<file path="src/rtl/serializer_pkg.sv">
// serializer_pkg: shared types, default geometry and sizing helpers for word_serializer_64.
//   Provides the IDLE/SEND state enum, default WORD_W/BEAT_W, BEATS and CNT_W,
//   a counter-width helper and the word/beat divisibility check used at elaboration.
package serializer_pkg;
    typedef enum logic {IDLE, SEND} state_e;
    function automatic int cnt_w(input int beats);
        return beats > 1 ? $clog2(beats) : 1;
    endfunction
    function automatic bit width_ok(input int word_w, input int beat_w);
        return beat_w > 0 && word_w >= beat_w && word_w % beat_w == 0;
    endfunction
    localparam int WORD_W_DEF = 64;
    localparam int BEAT_W_DEF = 8;
    localparam int BEATS      = WORD_W_DEF / BEAT_W_DEF;
    localparam int CNT_W      = cnt_w(BEATS);
endpackage

</file>
<file path="src/rtl/word_serializer_64_beat_counter.sv">
// beat_counter: beat index counter with enable, synchronous clear and terminal-count flag.
//   clk    in  clock
//   reset  in  asynchronous active-low reset, clears the count
//   clr_i  in  synchronous clear (wins over en_i)
//   en_i   in  increment by one
//   tc_o   out count equals LAST
module beat_counter #(
    parameter int W    = 3,
    parameter int LAST = 7
) (
    input  logic clk,
    input  logic reset,
    input  logic clr_i,
    input  logic en_i,
    output logic tc_o
);
    logic [W-1:0] cnt_q;
    always_ff @(posedge clk or negedge reset) begin
        if (!reset) cnt_q <= '0;
        else if (clr_i) cnt_q <= '0;
        else if (en_i) cnt_q <= cnt_q + W'(1);
    end
    assign tc_o = cnt_q == W'(LAST);
endmodule

</file>
<file path="src/rtl/word_serializer_64.sv">
// word_serializer_64: loads a word over valid/ready and streams it out as BEAT_W-wide beats.
//   clk/reset              clock, asynchronous active-low reset
//   load_valid/load_data   word offered for serialization
//   load_ready             word accepted this cycle (idle, or final beat handshaking)
//   beat_valid/beat_data   current beat, LSB beat first unless MSB_FIRST
//   beat_ready             downstream takes the beat
//   beat_last              current beat is the word's final beat
//   busy                   a word is held and not yet fully sent
module word_serializer_64
    import serializer_pkg::*;
#(
    parameter int WORD_W    = WORD_W_DEF,
    parameter int BEAT_W    = BEAT_W_DEF,
    parameter bit MSB_FIRST = 1'b0
) (
    input  logic              clk,
    input  logic              reset,
    input  logic              load_valid,
    input  logic [WORD_W-1:0] load_data,
    output logic              load_ready,
    output logic              beat_valid,
    output logic [BEAT_W-1:0] beat_data,
    input  logic              beat_ready,
    output logic              beat_last,
    output logic              busy
);
    localparam int NB = WORD_W / BEAT_W;
    localparam int CW = cnt_w(NB);
    if (!width_ok(WORD_W, BEAT_W)) begin : g_bad_width
        $error("word_serializer_64: WORD_W must be a multiple of BEAT_W");
    end
    state_e            state_q, state_d;
    logic [WORD_W-1:0] shift_q, shift_d;
    logic              tc, fire, done, accept;
    assign busy       = state_q == SEND;
    assign beat_valid = busy;
    assign beat_last  = busy & tc;
    assign fire       = beat_valid & beat_ready;
    assign done       = fire & beat_last;
    // A new word may enter on the very cycle the final beat leaves, giving gapless words.
    assign load_ready = !busy | done;
    assign accept     = load_valid & load_ready;
    assign beat_data  = MSB_FIRST ? shift_q[WORD_W-1 -: BEAT_W] : shift_q[BEAT_W-1:0];
    always_comb begin
        shift_d = accept ? load_data : fire ? (MSB_FIRST ? shift_q << BEAT_W : shift_q >> BEAT_W) : shift_q;
        state_d = accept ? SEND : done ? IDLE : state_q;
    end
    always_ff @(posedge clk or negedge reset) begin
        if (!reset) begin
            state_q <= IDLE;
            shift_q <= '0;
        end else begin
            state_q <= state_d;
            shift_q <= shift_d;
        end
    end
    // Counter holds at the last index after a word ends; only a load returns it to zero.
    beat_counter #(.W(CW), .LAST(NB - 1)) u_cnt (
        .clk  (clk),
        .reset(reset),
        .clr_i(accept),
        .en_i (fire & !tc),
        .tc_o (tc)
    );
endmodule

</file>
<file path="config.mk">
export PLATFORM = sky130hd
export DESIGN_NAME = word_serializer_64
export DESIGN_NICKNAME = d
export VERILOG_FILES = /design/src/rtl/serializer_pkg.sv /design/src/rtl/word_serializer_64_beat_counter.sv /design/src/rtl/word_serializer_64.sv
export SDC_FILE = /design/constraint.sdc
export NUM_CORES = 1
export LEC_CHECK = 0
export ABC_AREA = 1
export CORE_MARGIN = 2
export CORE_UTILIZATION = 62
export CTS_CLUSTER_DIAMETER = 80
export DETAILED_ROUTE_END_ITERATION = 16
export DONT_BUFFER_PORTS = 1
export PLACE_DENSITY = 0.78
export SETUP_SLACK_MARGIN = 0.05
export SYNTH_ARGS = -nofsm -noshare
export SYNTH_HDL_FRONTEND = slang
export SYNTH_SLANG_ARGS = --single-unit
</file>
<file path="constraint.sdc">
create_clock -name clk -period 2.1 [get_ports clk]
set_input_delay 0.42 -clock clk [delete_from_list [all_inputs] [get_ports clk]]
set_output_delay 0.42 -clock clk [all_outputs]
set_load 0.01 [all_outputs]
</file>
==> flow_summary.toml, run 1 <==
[status]
status = "completed"

[drt]
post-route-drc-count = 0
first_pass_iters = 4
vias = 3080
routedWlPerCell_um = 12.9
ant_nets = 0
vias_per_cell = 5.13
drt_iter0_markers = 229
wl_um = 7720

[placement]
io_buffers = 0
dp.cells = 583
dp_hpwl_um = 4850
gp_congestion = 0.808

[logic_synthesis]
synth_top_area_share_pct = 41.1
synth_area_leader_cell = "dfrtp_1"
netlist_area_um2 = 4140
synth_cells = 542
synth_warnings = 0
avgSynthCellArea_um2 = 7.64
ys_seq_area_share_pct = 41.1
synth_area_leaders = "dfrtp_1 41%, nand2_1 16%, nand3_2 14%"
yosysUniqueCellTypes = 17
ys_seq_elements = 68
syn_nets = 612

[clocking]
clock-sinks = 68
cts_setup_buffers = 0
insertion_delay_ps = 340
cts_buffer_depth = 2
cts_tree = "built"
root_buffer = "clkbuf_8"
clkTransAtPathRegs_ps = 70
cts_max_level = 3
cts_buffers = 9

[worst_setup_path]
crit_fanout = 25
startpoint_type = "flip-flop"
reg2regPathDepth = 5
crit_type = "flip-flop to output pin"
r2r_end = "shift_q[20]$_DFFE_PN0P_"
path_cells = "ha_1 > ha_1 > nand2_1 > nand2_2 > buf_6"
slowest_stage = "dfrtp_1"
slowest_delay_ps = 400
path_common_cell = "ha_1"
reg2reg_from = "beat_valid$_DFFE_PN0P_"
cp-end-kind = "output pin"
worstPathArrival_ps = 1540
required_ps = 1680
crit_end = "load_ready"
crit_start = "u_cnt.cnt_q[0]$_DFFE_PN0P_"
r2r_slack_ps = 310

[power]
finalPower_mw = 4.79
leakage_nw = 2.45
powerDensity_nw_per_um2 = 1140
vdd_drop_max_mv = 0.630

[timing]
setup_viol = 0
hold_violations = 0
maxSlewHeadroom_pct = 39.4
tightest_slew_ps = 907
max_freq_mhz = 511
drv_slew = 0
finClkSkew_ps = 7.19
period_share_pct = 93.2
period_needed_ps = 1960
rsz0062_at_grt = "no"
tns_ps = 0
hold-worst-slack_ps = 198

[global_routing]
grtUsageMet1_pct = 31.1
grtUsageMet2_pct = 38.8
busiest_layer = "met2"
grt_pass1_wl_um = 13900
gr-usage-met3_pct = 4.14
grt_overflow = 0
track_usage_pct = 23.5
grt_pass1_vias = 3139
grt_start_max_net_pins = 69
antenna_found_initial = 0

[die]
initial_core_util_pct = 64.8
core_area_um2 = 6390
ios = 80
die_h_um = 85.7
die-area_um2 = 7350
die_x_um = 85.7
rows = 29

[finish]
fin_cells = 600
final_cell_mix = "176 x nand2_1, 115 x inv_1, 68 x dfrtp_1"
utilization_pct = 66.0
fillers = 576
nets = 589
syn_to_final_growth_pct = 1.78
drive_above_1_share_pct = 15.9
antenna_cells = 0
mostFrequentLayoutCell = "nand2_1"

[min_path]
hp-class = "input port to flip-flop"

[flow_run]
cap_violations = 0
worst max-delay path, delay by kind of cell (launching register included):
family                     cells  cell delay (ps)
DFF                            1              400
and+or+nand+nor                2              170
buffers and inverters          1              210
adders and majority gates      2              410
metal layers:
layer / vias up / wire, um
li1: 1564 / -
met1: 1436 / 3680
met2: 69 / 3670
met3: 11 / 255
met4: 0 / 116
met5: - / 0
where the power goes:
group	internal, mW	total [mW]	switching [mW]
clock network	0.654	1.15	0.497
registers	1.82	2.14	0.321
logic	0.551	1.50	0.949
registers in the layout, summed over array words and instances (netlist names):
signal / count
shift_q: 64
u_cnt.cnt_q: 3
beat_valid: 1
layout make-up:
class / instances / area, um2 / area share, %
Clock buffer: 9 / 124 / 2.94
Clock inverter: 6 / 80.1 / 1.90
Inverter: 117 / 439 / 10.4
Multi-Input combinational cell: 315 / 1660 / 39.4
Sequential cell: 68 / 1700 / 40.4
Tap cell: 77 / 96.3 / 2.29
Timing Repair Buffer: 8 / 111 / 2.64
worst min path at each step:
stage | cells past startpoint | end | startpoint
floorplan | 0 | beat_valid$_DFFE_PN0P_ | reset
global placement | 0 | shift_q[5]$_DFFE_PN0P_ | reset
detailed placement | 0 | shift_q[5]$_DFFE_PN0P_ | reset
CTS | 2 | beat_valid$_DFFE_PN0P_ | load_valid
global route | 2 | beat_valid$_DFFE_PN0P_ | load_valid
finish | 2 | beat_valid$_DFFE_PN0P_ | load_valid
stage by stage:
step / setup slack (ps) / instance area, um2
finish: 144 / 4210
global route: 74.9 / 4210
CTS: 91.3 / 4210
detailed placement: 305 / 3970
global placement: 365 / 3970
floorplan: 442 / 4140
Yosys cell counts, drive strengths merged:
master  count
nand2     178
nand3     122
inv       117
dfrtp      68
buf        39
o21ai      10
clkbuf      3
nor2        3
ha          2
kinds of logic after synthesis:
family          share of synthesized area (%)
simple gates                             38.0
buf+inv                                  18.9
flops                                    41.1
compound gates                           1.30
fa+ha+maj                               0.604
repair_timing:
item	4_1_cts	5_1_grt
hold buffers	2	0
gates resized for setup	0	1
endpoints found under the setup margin	0	1
endpoints found under the hold margin	68	0
Note: power is estimated with default switching activity, not from simulation.
==> inputs of run 2 (changes only) <==
--- a/config.mk
+++ b/config.mk
@@ -7,11 +7,10 @@
 export LEC_CHECK = 0
 export ABC_AREA = 1
 export CORE_MARGIN = 2
-export CORE_UTILIZATION = 62
+export CORE_UTILIZATION = 30
 export CTS_CLUSTER_DIAMETER = 80
 export DETAILED_ROUTE_END_ITERATION = 16
 export DONT_BUFFER_PORTS = 1
-export PLACE_DENSITY = 0.78
 export SETUP_SLACK_MARGIN = 0.05
 export SYNTH_ARGS = -nofsm -noshare
 export SYNTH_HDL_FRONTEND = slang
==> run 2 against run 1 <==
Compared with the run above: final area up 4.9%; total power up 6.1%; largest power group unchanged; register-to-register slack better by 90 ps; die area up 100%.
==> flow_summary.toml, run 2 (same netlist as run 1, synthesis figures left out) <==
[finish]
antenna_cells = 0
largest_reg_flops = 64
register_area_um2 = 1700
drive_above_1_share_pct = 15.8
design_area_um2 = 4420
regMostFlops = "shift_q"
mostFrequentLayoutCell = "nand2_1"
final_cell_mix = "176 x nand2_1, 115 x inv_1, 68 x dfrtp_1"
syn_to_final_growth_pct = 6.74
multi_input_area_um2 = 1660
fillers = 1440
nets = 591

[power]
finalPower_mw = 5.08
pwr-share-seq_pct = 42.5
vdd_drop_max_mv = 0.386
p_int_mw = 3.24
p_sw_share_pct = 36.3
p_sw_mw = 1.84
p_comb_share_pct = 30.3
pwr-share-clk_pct = 27.2
leakage_nw = 2.48
powerDensity_nw_per_um2 = 1150

[clocking]
cts_buffers = 9
insertion_delay_ps = 330
cts_setup_buffers = 0
cts_buffer_depth = 2
clkTransAtPathRegs_ps = 50
cts_tree = "built"
cts_max_level = 3
clock-sinks = 68
root_buffer = "clkbuf_16"

[worst_setup_path]
path_common_cell = "ha_1"
crit_fanout = 17
required_ps = 1680
r2r_slack_ps = 400
path_cells = "ha_1 > ha_1 > nand2_1 > nand2_2 > buf_6"
critPathBufInv = 1
crit_cells = 5
startpoint_type = "flip-flop"
worstPathArrival_ps = 1500
slowest_delay_ps = 400
cp_top_family = "adder cells"
reg2regPathDepth = 9
cp-end-kind = "output pin"
crit_type = "flip-flop to output pin"
slowest_stage = "dfrtp_1"

[timing]
period_needed_ps = 1920
drv_slew = 0
rsz0062_at_grt = "no"
period_share_pct = 91.6
hold-worst-slack_ps = 230
finClkSkew_ps = 4.67
tns_ps = 0
tightest_slew_ps = 418
hold_violations = 0
maxSlewHeadroom_pct = 72.1
setup_viol = 0
max_freq_mhz = 520

[die]
die_h_um = 121
rows = 42
core_area_um2 = 13300
die_x_um = 121
initial_core_util_pct = 31.0
ios = 80
die-area_um2 = 14800

[placement]
dp_hpwl_um = 6200
dpl_cell_area_um2 = 4110
io_buffers = 0
gp_congestion = 0.753

[flow_run]
cap_violations = 0

[drt]
vias_per_cell = 4.50
vias = 3152
routedWlPerCell_um = 13.3
first_pass_iters = 5
post-route-drc-count = 0
drt_iter0_markers = 197
ant_nets = 0
wl_um = 9300

[global_routing]
grt_pass1_vias = 3216
antenna_found_initial = 0
grt_overflow = 0
grt_start_max_net_pins = 69
track_usage_pct = 13.5
grt_pass1_wl_um = 15500

[status]
status = "completed"

[min_path]
holdPathStages = 2
hp-class = "input port to flip-flop"
[run 2: cell types whose count changed in the layout (fill, tap and decap cells not counted), sizes merged]
cell,before,now
clkinv,4,2
buf,7,9
clkbuf,9,13
bufinv,2,0
[run 2: layer usage]
metal  share of wire, %  GRT usage, %  routed length (um)  vias up
li1                   -             -                   -     1574
met1                 44          16.3                4100     1493
met2                 51          23.3                4710       83
met3                4.8          3.99                 443        2
met4               0.42          3.88                  39        0
met5                  0             0                   0        -
[run 2: layout make-up]
cell class | count | share of cell area (%)
Timing Repair Buffer | 10 | 2.86
Sequential cell | 68 | 38.5
Inverter | 117 | 9.94
Tap cell | 176 | 4.98
Clock buffer | 13 | 5.89
Clock inverter | 2 | 0.227
Multi-Input combinational cell | 315 | 37.6
[run 2: through the flow]
step	setup WS, ps	util, %	instances
2_1_floorplan	442	-	542
3_3_place_gp	465	30.8	684
3_5_place_dp	409	30.8	684
4_1_cts	135	33.1	701
5_1_grt	71.0	33.1	701
6_report	176	33.1	701
[run 2: power groups by stage]
stage,Sequential (mW),Combinational [mW],Clock (mW)
CTS,2.16,1.57,1.43
detailed placement,2.18,1.53,0
global placement,2.16,1.47,0
floorplan,2.04,1.49,0
global route,2.22,1.80,1.49
finish,2.16,1.54,1.38
[run 2: what timing repair did]
action | in CTS | in global routing
endpoints found under the hold margin | 68 | 0
setup endpoints to repair | 0 | 1
resized for setup | 0 | 1
hold buffers | 2 | 0
[run 2: worst reg2reg max path: cells and delay by family, from the launching register on]
| family | cells | cell delay (ps) |
|---|---|---|
| fa+ha+maj | 2 | 420 |
| simple gates | 6 | 500 |
| buf+inv | 1 | 260 |
| flops | 1 | 400 |
[run 2: worst paths after layout]
kind | start | to
max | u_cnt.cnt_q[0]$_DFFE_PN0P_ | load_ready
min | load_valid | beat_valid$_DFFE_PN0P_
max reg2reg | u_cnt.cnt_q[0]$_DFFE_PN0P_ | shift_q[5]$_DFFE_PN0P_
min reg2reg | shift_q[53]$_DFFE_PN0P_ | shift_q[53]$_DFFE_PN0P_
max in group asynchronous | reset | shift_q[2]$_DFFE_PN0P_
min in group asynchronous | reset | shift_q[4]$_DFFE_PN0P_
==> inputs of run 3 (changes only) <==
--- a/config.mk
+++ b/config.mk
@@ -5,7 +5,6 @@
 export SDC_FILE = /design/constraint.sdc
 export NUM_CORES = 1
 export LEC_CHECK = 0
-export ABC_AREA = 1
 export CORE_MARGIN = 2
 export CORE_UTILIZATION = 30
 export CTS_CLUSTER_DIAMETER = 80
==> run 3 against run 2 <==
Compared with the run above: sequential share of layout area fell by 4.0 points; cell count fell by 14%; routed wire length rose by 23%; clock-buffer cell count fell by 2; largest power group unchanged.
==> flow_summary.toml, run 3 <==
[logic_synthesis]
synthAdderAreaFrac_pct = 0.543
ys.flop_type = "dfrtp_1"
synth-edff-count = 0
synth_xor_area_share_pct = 0
ys_seq_elements = 68
synth_warnings = 0
synth_top_area_share_pct = 36.9
synth_area_leaders = "dfrtp_1 37%, mux2i_1 14%, nand2b_1 7.9%"
yosysMostFrequentCell = "dfrtp_1"
yosysUniqueCellTypes = 27
netlist_area_um2 = 4610
muxShareOfSynthArea_pct = 28.7
synth_area_leader_cell = "dfrtp_1"
syn_nets = 512
synth_common_cells = "68 x dfrtp_1, 64 x mux2i_1, 58 x nand2b_1, 56 x a21oi_1, 55 x o22ai_1"
synth_top_family_by_area = "multiplexers"
synthSimpleGateAreaFrac_pct = 8.50
ys_seq_area_share_pct = 36.9
synth_compound_area_share_pct = 17.5
avgSynthCellArea_um2 = 10.4
synth_cells = 442
ys_async_sr_fraction_pct = 100

[finish]
fin_cells = 604
syn_to_final_growth_pct = 7.23
regMostFlops = "shift_q"
drive_above_1_share_pct = 13.2
final_cell_mix = "67 x dfrtp_1, 64 x mux2i_1, 57 x nand2b_1"
design_area_um2 = 4940
largest_reg_flops = 64
utilization_pct = 32.7
mostFrequentLayoutCell = "dfrtp_1"
antenna_cells = 0
nets = 481

[timing]
hold_violations = 0
drv_slew = 0
finClkSkew_ps = 5.14
period_needed_ps = 1910
period_share_pct = 90.9
tns_ps = 0
max_freq_mhz = 524
maxSlewHeadroom_pct = 62.0
hold-worst-slack_ps = 171
rsz0062_at_grt = "no"
tightest_slew_ps = 568
setup_viol = 0

[global_routing]
track_usage_pct = 14.6
grt_start_max_net_pins = 76
antenna_found_initial = 0
grt_pass1_vias = 3419
grt_pass1_wl_um = 18800
grt_overflow = 0

[clocking]
cts_buffers = 9
clkTransAtPathRegs_ps = 60
root_buffer = "clkbuf_16"
insertion_delay_ps = 330
cts_max_level = 3
cts_tree = "built"
clock-sinks = 68
cts_buffer_depth = 2

[min_path]
hp-class = "input port to flip-flop"
holdPathStages = 1
worstHoldStart = "beat_ready"
hold_end = "shift_q[40]$_DFFE_PN0P_"

[placement]
io_buffers = 0
gp_congestion = 0.736
dp.cells = 586
dp_hpwl_um = 7650
dpl_cell_area_um2 = 4630

[drt]
first_pass_iters = 4
wl_um = 11500
vias = 3268
post-route-drc-count = 0
ant_nets = 0
drt_iter0_markers = 177
vias_per_cell = 5.41
routedWlPerCell_um = 19.0

[worst_setup_path]
crit_fanout = 5
crit_type = "flip-flop to output pin"
r2r_end = "shift_q[28]$_DFFE_PN0P_"
worstPathArrival_ps = 1490
slowest_stage = "dfrtp_1"
required_ps = 1680
path_cells = "ha_1 > ha_1 > inv_1 > o21ai_1"
startpoint_type = "flip-flop"
reg2regPathDepth = 6
cp-end-kind = "output pin"
reg2reg_from = "u_cnt.cnt_q[0]$_DFFE_PN0P_"
path_common_cell = "ha_1"
slowest_delay_ps = 380
r2r_slack_ps = 300

[die]
rows = 45
ios = 80
die-area_um2 = 16400
initial_core_util_pct = 30.5
die_x_um = 128
core_area_um2 = 15100
die_h_um = 128

[status]
status = "completed"

[power]
powerDensity_nw_per_um2 = 1070
vdd_drop_max_mv = 0.436
leakage_nw = 2.28

[flow_run]
cap_violations = 0
-- run 3: final cells by class --
type                            instances  area (um2)
Clock buffer                           11         243
Clock inverter                          5        27.5
Fill cell                            1524       10200
Inverter                                2        7.51
Multi-Input combinational cell        321        2550
Sequential cell                        68        1710
Tap cell                              188         235
Timing Repair Buffer                    9         165
-- run 3: power breakdown --
| part | internal (mW) | total [mW] | switching (mW) |
|---|---|---|---|
| clock network | 0.823 | 1.40 | 0.579 |
| logic | 0.968 | 1.69 | 0.727 |
| registers | 1.77 | 2.18 | 0.404 |
-- run 3: worst max-delay path: cells and delay by family (launching register included) --
family / cells / cell delay [ps]
AO/OA/AOI/OAI: 1 / 270
flip-flops: 1 / 380
buffers and inverters: 1 / 90
adder cells (fa/ha/maj): 2 / 410
-- run 3: worst max path at each step --
stage                                    start                       to  cells after the start  slack (ps)
global route        u_cnt.cnt_q[1]$_DFFE_PN0P_               load_ready                      4          70
detailed placement  u_cnt.cnt_q[0]$_DFFE_PN0P_   shift_q[7]$_DFFE_PN0P_                      6         310
CTS                 u_cnt.cnt_q[1]$_DFFE_PN0P_               load_ready                      4          60
global placement    u_cnt.cnt_q[0]$_DFFE_PN0P_   shift_q[6]$_DFFE_PN0P_                      6         380
finish              u_cnt.cnt_q[0]$_DFFE_PN0P_               load_ready                      4         190
floorplan           u_cnt.cnt_q[0]$_DFFE_PN0P_  shift_q[10]$_DFFE_PN0P_                      7         490
-- run 3: kinds of logic (layout without fill, tap and decap cells) --
| kind of cell | count (synthesis) | in the layout |
|---|---|---|
| buffers and inverters | 53 | 27 |
| flip-flops | 68 | 68 |
| AO/OA/AOI/OAI | 135 | 135 |
| adder cells (fa/ha/maj) | 2 | 2 |
| multiplexers | 121 | 121 |
| AND/OR/NAND/NOR | 63 | 63 |
-- run 3: layer usage --
metal / share of wire, % / track usage, % / wire [um] / up-vias
li1: - / - / - / 1577
met1: 41 / 17.4 / 4710 / 1615
met5: 0 / 0 / 0 / -
met4: 1.0 / 3.68 / 119 / 0
met3: 7.0 / 5.47 / 807 / 12
met2: 51 / 25.0 / 5830 / 64
-- run 3: what timing repair did --
item	in CTS	in global routing
resized for setup	0	1
endpoints found under the hold margin	68	0
endpoints found under the setup margin	0	1
buffers inserted	0	0
hold buffers	2	0
-- run 3: metrics by stage --
stage	setup slack, ps	total power [mW]
global placement	383	3.78
detailed placement	310	3.89
floorplan	486	3.66
global route	67.5	5.67
finish	190	5.27
CTS	61.4	5.34
